$ cat src/rtl/mem_pkg.sv
// Shared RAM-side definitions: default widths, arbiter FSM states and
// the RAM ReadWrite pin encoding.
package mem_pkg;

  localparam int MEM_ADDR_W = 16;
  localparam int MEM_DATA_W = 32;

  typedef enum logic [1:0] {
    ST_IDLE,
    ST_ACCESS,
    ST_RESP
  } state_t;

  // RAM ReadWrite pin: low writes, high reads
  localparam logic RAM_WRITE = 1'b0;
  localparam logic RAM_READ  = 1'b1;

endpackage

$ cat src/rtl/rr_arb2.sv
// Two-input round-robin grant. On a tie the port not granted last wins;
// last_grant only moves when the owner strobes update.
module rr_arb2 (
  input  logic       clk,
  input  logic       rst,
  input  logic [1:0] req,
  input  logic       update,
  input  logic       upd_id,
  output logic       gnt_valid,
  output logic       gnt_id
);

  logic last_grant;

  // Remember who was served last; resets to 1 so port 0 wins the first tie
  always_ff @(posedge clk) begin
    if (rst)         last_grant <= 1'b1;
    else if (update) last_grant <= upd_id;
  end

  // Single requester wins outright; a tie goes to the other port
  always_comb begin
    gnt_valid = |req;
    gnt_id    = req[1];
    if (req == 2'b11) gnt_id = ~last_grant;
  end

endmodule

$ cat src/rtl/ram_arbiter.sv
// Arbiter/sequencer in front of the single-port RAM. Port 0 fetches
// (read-only), port 1 loads/stores. One transaction at a time:
// IDLE -> ACCESS (enable held ACCESS_CYCLES) -> RESP (one-cycle ack).
module ram_arbiter import mem_pkg::*; #(
  parameter int ADDR_W        = MEM_ADDR_W,
  parameter int DATA_W        = MEM_DATA_W,
  parameter int ACCESS_CYCLES = 1
) (
  input  logic              clk,
  input  logic              rst,
  input  logic              p0_req,
  input  logic [ADDR_W-1:0] p0_addr,
  output logic              p0_ack,
  input  logic              p1_req,
  input  logic              p1_we,
  input  logic [ADDR_W-1:0] p1_addr,
  input  logic [DATA_W-1:0] p1_wdata,
  output logic              p1_ack,
  output logic [DATA_W-1:0] rdata,
  output logic              ram_enable,
  output logic              ram_rw,
  output logic [ADDR_W-1:0] ram_addr,
  output logic [DATA_W-1:0] ram_din,
  input  logic [DATA_W-1:0] ram_dout
);

  localparam int CNT_W = (ACCESS_CYCLES > 1) ? $clog2(ACCESS_CYCLES) : 1;

  state_t           state, state_nxt;
  logic [CNT_W-1:0] cnt;
  logic             lat_id;
  logic             gnt_valid, gnt_id;
  logic             grant;

  rr_arb2 u_arb (
    .clk       (clk),
    .rst       (rst),
    .req       ({p1_req, p0_req}),
    .update    (state == ST_RESP),
    .upd_id    (lat_id),
    .gnt_valid (gnt_valid),
    .gnt_id    (gnt_id)
  );

  // Requests are only looked at while idle
  assign grant = (state == ST_IDLE) && gnt_valid;

  // State register
  always_ff @(posedge clk) begin
    if (rst) state <= ST_IDLE;
    else     state <= state_nxt;
  end

  // Next state and RAM enable / ack decode
  always_comb begin
    state_nxt  = state;
    ram_enable = 1'b0;
    p0_ack     = 1'b0;
    p1_ack     = 1'b0;
    case (state)
      ST_IDLE:   if (gnt_valid) state_nxt = ST_ACCESS;
      ST_ACCESS: begin
        ram_enable = 1'b1;
        if (cnt == '0) state_nxt = ST_RESP;
      end
      ST_RESP: begin
        p0_ack    = ~lat_id;
        p1_ack    = lat_id;
        state_nxt = ST_IDLE;
      end
      default:   state_nxt = ST_IDLE;
    endcase
  end

  // Latch the granted request straight into the RAM pin registers so
  // addr/din/rw stay put whenever enable is low; capture read data last cycle
  always_ff @(posedge clk) begin
    if (rst) begin
      cnt      <= '0;
      lat_id   <= 1'b0;
      ram_addr <= '0;
      ram_din  <= '0;
      ram_rw   <= RAM_READ;
      rdata    <= '0;
    end else if (grant) begin
      lat_id <= gnt_id;
      cnt    <= CNT_W'(ACCESS_CYCLES - 1);
      if (gnt_id) begin
        ram_addr <= p1_addr;
        ram_din  <= p1_wdata;
        ram_rw   <= p1_we ? RAM_WRITE : RAM_READ;
      end else begin
        // fetch port never writes; din keeps its old value
        ram_addr <= p0_addr;
        ram_rw   <= RAM_READ;
      end
    end else if (state == ST_ACCESS) begin
      if (cnt == '0) begin
        if (ram_rw == RAM_READ) rdata <= ram_dout;
      end else begin
        cnt <= cnt - CNT_W'(1);
      end
    end
  end

endmodule

$ cat config.mk
export PLATFORM = sky130hd
export DESIGN_NAME = ram_arbiter
export DESIGN_NICKNAME = d
export VERILOG_FILES = /design/src/rtl/mem_pkg.sv /design/src/rtl/rr_arb2.sv /design/src/rtl/ram_arbiter.sv
export SDC_FILE = /design/constraint.sdc
export NUM_CORES = 1
export LEC_CHECK = 0
export BUFFER_PORTS_ARGS = -buffer_cell sky130_fd_sc_hd__buf_2
export CAP_MARGIN = 25
export CORE_ASPECT_RATIO = 1.4
export CORE_MARGIN = 2
export CORE_UTILIZATION = 45
export DETAILED_ROUTE_END_ITERATION = 10
export GPL_ROUTABILITY_DRIVEN = 0
export PLACE_DENSITY_LB_ADDON = 0.2
export SYNTH_ARGS = -nofsm -noshare
export SYNTH_HDL_FRONTEND = slang
export SYNTH_SLANG_ARGS = --single-unit
$ cat constraint.sdc
create_clock -name clk -period 3.4 [get_ports clk]
set_clock_uncertainty 0.2 [all_clocks]
set_input_delay 0.68 -clock clk [delete_from_list [all_inputs] [get_ports clk]]
set_output_delay 0.68 -clock clk [all_outputs]
set_load 0.05 [all_outputs]
; ---- Word-level counts from Yosys, hierarchy flattened
; Index checks and enable logic that the tools add are counted.
[totals]
out_inout_bits = 84
wordCells = 36
input_bits = 101
reg_bits = 86
[op_classes]
n_addsub = 1
muxes = 11
n_eq_ne = 5
n_bitwise = 4
reduce_logical = 7
[ops]
columns = op, count
row1 = $mux W16, 1
row2 = $mux W1, 7
row3 = $eq A2 B2 Y1 const B, 2
row4 = $mux W2, 2
row5 = $ne A2 B2 Y1 const B, 2
row6 = $not A1 Y1, 4
row7 = $pmux W2 S2, 1
row8 = $reduce_and A2 Y1, 2
row9 = $reduce_and A4 Y1, 1
row10 = $reduce_or A2 Y1, 2
row11 = $eq A2 B1 Y1 const B, 1
row12 = $logic_not A2 Y1, 1
row13 = $logic_and A1 B1 Y1, 1
row14 = $sub A1 B1 Y1 const B, 1

; ---- Longest topological paths before layout
; Gate-level depths: netlist of run 1.
[depth]
ltp_word = 4
depth_mapped = 5
depth_no_buf = 3

; ---- By module
; A second synthesis of run 1 with hierarchy kept.
[hier_totals]
cells_unflattened = 375
area_unflattened_um2 = 3233.1
[modules_own_cells]
columns = mod, area_each_um2, seq_area_each_um2, cells_per_inst, instances
row1 = ram_arbiter, 3184.3, 1681.6, 370, 1
row2 = rr_arb2, 48.8, 20.0, 5, 1

; ---- Worst setup path after synthesis of run 1
; OpenSTA, ideal clock, no wires.
[synth_path]
path_type = reg-to-output
start = register state[0]
end = output p1_ack
n_path_buf = 0
stages_incl_launch_ff = 3
t_arrival_ps = 1166
slack_ps = 1354
t_required_ps = 2520
cell_sequence = dfxtp_1 > nand2b_1 > nor2_1
[synth_between]
elab_chain_cells = 2
[synth_lines]
columns = element, line_no
row1 = start: declaration, ram_arbiter.sv:29  ; state_t state, state_nxt;
row2 = start signal: assignment, ram_arbiter.sv:51  ; else state <= state_nxt;
row3 = $eq A2 B2 Y1, ram_arbiter.sv:60  ; case (state)
row4 = $mux W1, ram_arbiter.sv:60
row5 = end: declaration, ram_arbiter.sv:18  ; output logic p1_ack,
; Every way passes these cells.

; ---- Worst setup path in the final report of run 1
[layout_path]
start = register state[1]
end = output p1_ack
; The elaborated chain is that of the path after synthesis.

==> results of run 1 <==
## per-layer routing
| metal | share of wire | up-vias | global-route usage |
|---|---|---|---|
| met5 | 0 | - | 0 |
| met1 | 0.40 | 1531 | 0.265 |
| met3 | 0.086 | 28 | 0.0659 |
| met4 | 0.034 | 0 | 0.110 |
| li1 | - | 1718 | - |
| met2 | 0.48 | 151 | 0.349 |
## through the flow
| stage | util | power, mW | hold WS, ns |
|---|---|---|---|
| floorplan | - | 1.55 | 0.267 |
| detailed placement | 0.601 | 1.73 | 0.244 |
| global placement | 0.597 | 1.71 | 0.239 |
| global route | 0.632 | 2.45 | 0.271 |
| CTS | 0.624 | 2.34 | 0.255 |
| finish | 0.632 | 2.33 | 0.253 |
## area by class of cell
type | instances | area share
timing repair buffer | 193 | 0.238
tap | 95 | 0.0269
multi-input combinational | 277 | 0.312
sequential | 85 | 0.386
inverter | 1 | 0.000851
clock inverter | 2 | 0.00227
clock buffer | 12 | 0.0352
## sequential cells by signal, indices dropped and copies added (netlist names)
| signal | cells |
|---|---|
| ram_rw | 1 |
| ram_addr | 16 |
| u_arb.last_grant | 1 |
| lat_id | 1 |
| rdata | 32 |
| state | 2 |
| ram_din | 32 |
## Yosys cell counts
cell type	instances	area, um2
nand2b_1	2	12.5
o21ai_1	6	30.0
a21boi_2	1	11.3
dfxtp_1	85	1700
nand3b_1	1	7.51
a21bo_1	1	10.0
nor3_1	1	5.00
nor2b_1	2	12.5
buf_6	1	11.3
nor2_1	4	15.0
a21oi_1	81	405
clkbuf_2	2	10.0
nand2_1	97	364
buf_4	4	30.0
and3b_1	1	8.76
clkbuf_1	19	71.3
nor2_4	1	11.3
or2_1	2	12.5
inv_1	1	3.75
nand3_1	32	160
a311oi_1	16	140
buf_2	12	60.1
a211o_1	1	8.76
o32a_1	1	10.0
o21ai_0	27	135
## how the worst min path moves through the flow
| stage | start | endpoint | cells after the start |
|---|---|---|---|
| final | rdata[17] | rdata[17] | 2 |
| after global routing | rdata[30] | rdata[30] | 2 |
| after CTS | rdata[17] | rdata[17] | 2 |
| after detailed placement | rdata[17] | rdata[17] | 2 |
| after global placement | rdata[30] | rdata[30] | 2 |
| after floorplan | lat_id | lat_id | 2 |
## cell families after synthesis
group / Yosys count / share of synthesized area
buf+inv: 39 / 0.0574
simple gates: 143 / 0.188
flops: 85 / 0.524
compound gates: 134 / 0.231
## worst min-delay path, stage by stage, from the launching register on
cell and delay, ns:
dfxtp_1 0.31, nand2_1 0.05, a21oi_1 0.05
## power groups by stage
stage	Sequential [mW]	Combinational (mW)	Clock (mW)
6_report	1.10	0.615	0.618
5_1_grt	1.11	0.659	0.676
4_1_cts	1.10	0.602	0.639
3_5_place_dp	1.12	0.602	0
3_3_place_gp	1.12	0.588	0
2_1_floorplan	1.35	0.201	0
==> flow_summary.ini, run 1 <==
[sta]
tightest_slew_ns = 0.821
rsz0062_at_grt = false
setup_viol_count_final = 0
fin_ws_ns = 1.17
report.final.slew_viol_count = 0
hold_viol_final = 0
setup_tns_ns = 0
period_minus_slack_ns = 2.23
slew_headroom = 0.453
max_freq_ghz = 0.449
finalCritPeriodShare = 0.654

[critical_path]
start_kind = flop
endpoint = p1_ack
cp-end-kind = output port
max_stage_delay_ns = 0.45
crit_chain = nand2b_1 > nor2_1 > buf_2
critPathMaxFanout = 6
worst-r2r-cell-count = 4
path_class = flop to output port
crit_start = state[1]
arrival_ns = 1.35
critPathBufInv = 1
critical_path_depth = 3
critical-path-top-delay-family = flip-flops
r2r_end = ram_din[12]
reg2reg_slack_ns = 1.41
cp_slowest_cell = dfxtp_1
cp.required_ns = 2.52
timing.rr.start = u_arb.last_grant

[final_layout]
drive_above_1_share = 0.367
nFillCells = 647
fin_cells = 665
insertedDiodeCount = 0
final-seq-area_um2 = 1700
final_common_cell = buf_2
multi_input_area_um2 = 1380
nets = 668
final_cell_mix = 184 x buf_2, 97 x nand2_1, 85 x dfxtp_1
area_growth_pct = 35.9
final_cell_area_um2 = 4410

[detailed_routing]
route.detailed.drc = 0
drt_iter0_markers = 176
drt-total-wl_um = 8930
vias = 3428
routed_via_density = 5.15
wl_per_cell_um = 13.4
ant_nets = 0
first_pass_iters = 4

[global_routing]
grt_start_max_net_pins = 50
grt_usage = 0.221
grt_pass1_vias = 3080
grt_antenna_before_repair = 0
grt_pass1_wl_um = 13800
grt_overflow = 0

[cts]
cts_tree = built
cts_buffers = 9
cts_resized = 0
ctsLongestPathBuffers = 2
cts-hold-fix-buffers = 0
clock_sinks = 85
cts-htree-levels = 3
clk_pin_slew_worst_paths_ns = 0.08
cts_setup_buffers = 0
clkLatencyLatePin_ns = 0.34
cts-root-buf = clkbuf_8

[placed_design]
dp_cells = 649
dpl.hpwl_um = 6250
io_buffer_count = 184
dp_slack_ns = 0.972
dpl_cell_area_um2 = 4190

[pwr]
combinationalPowerShare = 0.263
pwr-share-seq = 0.472
p_sw_uw = 799
switching_share = 0.342
ir_drop_v = 0.000301
clkPwrFrac = 0.265
cellInternalPower_mw = 1.54
leakagePower_nw = 2.04
power_density_nw_per_um2 = 529

[synth]
synth_cell_types = 25
synth_warnings = 0
avgSynthCellArea_um2 = 8.10
syn-num-nets = 502
syn_area_um2 = 3250
syn_inst = 401
ys_seq_area_frac = 0.524
synth-seq-cells = 85

[flow_run]
max_cap_violations = 0

[floorplanning]
ios = 185
die_area_um2 = 7920
die_width_um = 75.8
core_area_um2 = 6980
die_y_um = 105
start_util = 0.465
row_count = 36

[worst_hold_path]
hp-class = flop to flop

[run_status]
status = complete, no violations
No activity file was read; power rests on OpenSTA's default activity.
==> run 2, diff against run 1 <==
Settings changed: ABC_AREA set to 1.
Clock period 3.4 ns to 2.1 ns, I/O delays scaled along.
==> run 2 against run 1 <==
Global-route usage down 0.74 points. Cell area up 12%. Utilization down 2.6 points. Critical path type unchanged. Power up 89%. Synthesized cell count up 34%. Critical endpoint is now p0_ack.
==> flow_summary.ini, run 2 <==
[worst_hold_path]
holdPathEnd = rdata[5]
hp-class = primary input to flop
min_from = ram_dout[5]
hold_depth = 3

[pwr]
ir_drop_v = 0.000559
power_mw = 4.42
leakagePower_nw = 2.61
power_density_nw_per_um2 = 895

[synth]
synth-seq-cells = 85
synth_warnings = 0
synth_cell_types = 17
synth_top_area_cell = dfxtp_1
ys_top_cells_by_count = 119 x nand2_1, 99 x nor2_1, 85 x dfxtp_1
syn_area_um2 = 3750
postSynth.asyncResetShare = 0
synth-main-ff-cell = dfxtp_1
yosys.cell_count.top_type = nand2_1
synth_top_area_share = 0.453
synth_edf_count = 0
syn-num-nets = 638
syn_inst = 537
synthTopCellsByArea = dfxtp_1 45%, nand2_1 12%, nor2_1 9.9%, nand3_1 7.1%, nand4_1 5.3%
ys_seq_area_frac = 0.453
avgSynthCellArea_um2 = 6.99

[detailed_routing]
route.detailed.drc = 0
vias = 3895
drt-total-wl_um = 9700
first_pass_iters = 4
wl_per_cell_um = 12.0
routed_via_density = 4.83
drt_iter0_markers = 130
ant_nets = 0

[critical_path]
cp-end-kind = output port
critPathMaxFanout = 6
cp_slowest_cell = dfxtp_1
timing.rr.start = state[1]
arrival_ns = 1.32
start_kind = flop
reg2reg_slack_ns = 0.39
max_stage_delay_ns = 0.50
crit_chain = nand2_1 > nor2_1 > buf_2
critical-path-top-delay-family = flip-flops
cp.required_ns = 1.48
r2r_end = ram_din[23]
path_class = flop to output port
worst-r2r-cell-count = 5
critPathBufInv = 1

[sta]
setup_tns_ns = 0
slew_headroom = 0.584
setup_viol_count_final = 0
report.final.slew_viol_count = 0
finalCritPeriodShare = 0.925
max_freq_ghz = 0.515
rsz0062_at_grt = false
period_minus_slack_ns = 1.94
tightest_slew_ns = 0.623
hold_viol_final = 0

[floorplanning]
die_width_um = 81.2
start_util = 0.461
die_area_um2 = 9100
die_y_um = 112
row_count = 39
core_area_um2 = 8150
ios = 185

[final_layout]
final_cell_mix = 184 x buf_2, 118 x nand2_1, 99 x nor2_1
reg_top3 = ram_din x32, rdata x32, ram_addr x16
nets = 801
drive_above_1_share = 0.307
area_growth_pct = 31.6
final_common_cell = buf_2

[cts]
cts-hold-fix-buffers = 0
cts_resized = 0
cts-root-buf = clkbuf_16
clk_pin_slew_worst_paths_ns = 0.06
clock_sinks = 85
cts_setup_buffers = 0
cts-htree-levels = 3
cts_tree = built
cts_buffers = 9
ctsLongestPathBuffers = 2
clkLatencyLatePin_ns = 0.33

[placed_design]
dpl.hpwl_um = 6850
io_buffer_count = 184

[global_routing]
grt_pass1_vias = 3522
grt_pass1_wl_um = 15500
grt_overflow = 0
grt_start_max_net_pins = 65
grt_antenna_before_repair = 1
grt_usage = 0.214

[flow_run]
max_cap_violations = 0

[run_status]
status = complete, no violations
run 2: stage by stage:
stage / hold slack (ns) / instances / setup WS (ns) / utilization / area [um2]
2_1_floorplan: 0.229 / 537 / 0.261 / - / 3750
3_3_place_gp: 0.247 / 791 / 0.483 / 0.573 / 4670
3_5_place_dp: 0.254 / 791 / 0.374 / 0.573 / 4670
4_1_cts: 0.146 / 806 / 0.158 / 0.606 / 4940
5_1_grt: 0.154 / 807 / 0.0684 / 0.606 / 4940
6_report: 0.157 / 807 / 0.158 / 0.606 / 4940
run 2: cell families after synthesis:
logic type	synth area share
compound gates	0.0783
buf+inv	0.113
simple gates	0.355
flops	0.453
run 2: worst min-delay path, stage by stage:
cell     delay [ns]
buf_2          0.10
nand3_1        0.07
a21oi_1        0.05
run 2: cell type report:
cell class	instances	area, um2
Fill cell	796	3210
Tap cell	102	128
Clock inverter	4	25.0
Antenna cell	1	2.50
Clock buffer	11	243
Inverter	53	199
Timing Repair Buffer	193	1010
Sequential cell	85	1700
Multi-Input combinational cell	358	1630
run 2: worst max path at each step:
stage | end | slack, ns | cells after the start | startpoint
after CTS | p0_ack | 0.16 | 3 | state[1]
final | p0_ack | 0.16 | 3 | state[1]
after global placement | ram_addr[2] | 0.48 | 6 | p0_req
after global routing | p1_ack | 0.07 | 3 | state[1]
after floorplan | p0_ack | 0.26 | 2 | state[1]
after detailed placement | ram_din[3] | 0.37 | 5 | state[1]
run 2: power by group:
| part | internal [mW] | switching [mW] | leakage [nW] |
|---|---|---|---|
| registers | 1.75 | 0.0703 | 0.698 |
| logic | 0.320 | 0.864 | 1.79 |
| clock network | 0.822 | 0.597 | 0.127 |
| total | 2.89 | 1.53 | 2.61 |
run 2: routing by layer:
metal	wire (um)	up-vias	track usage
li1	-	2026	-
met1	3970	1734	0.234
met2	4920	122	0.382
met3	608	13	0.0498
met4	197	0	0.0983
met5	0	-	0
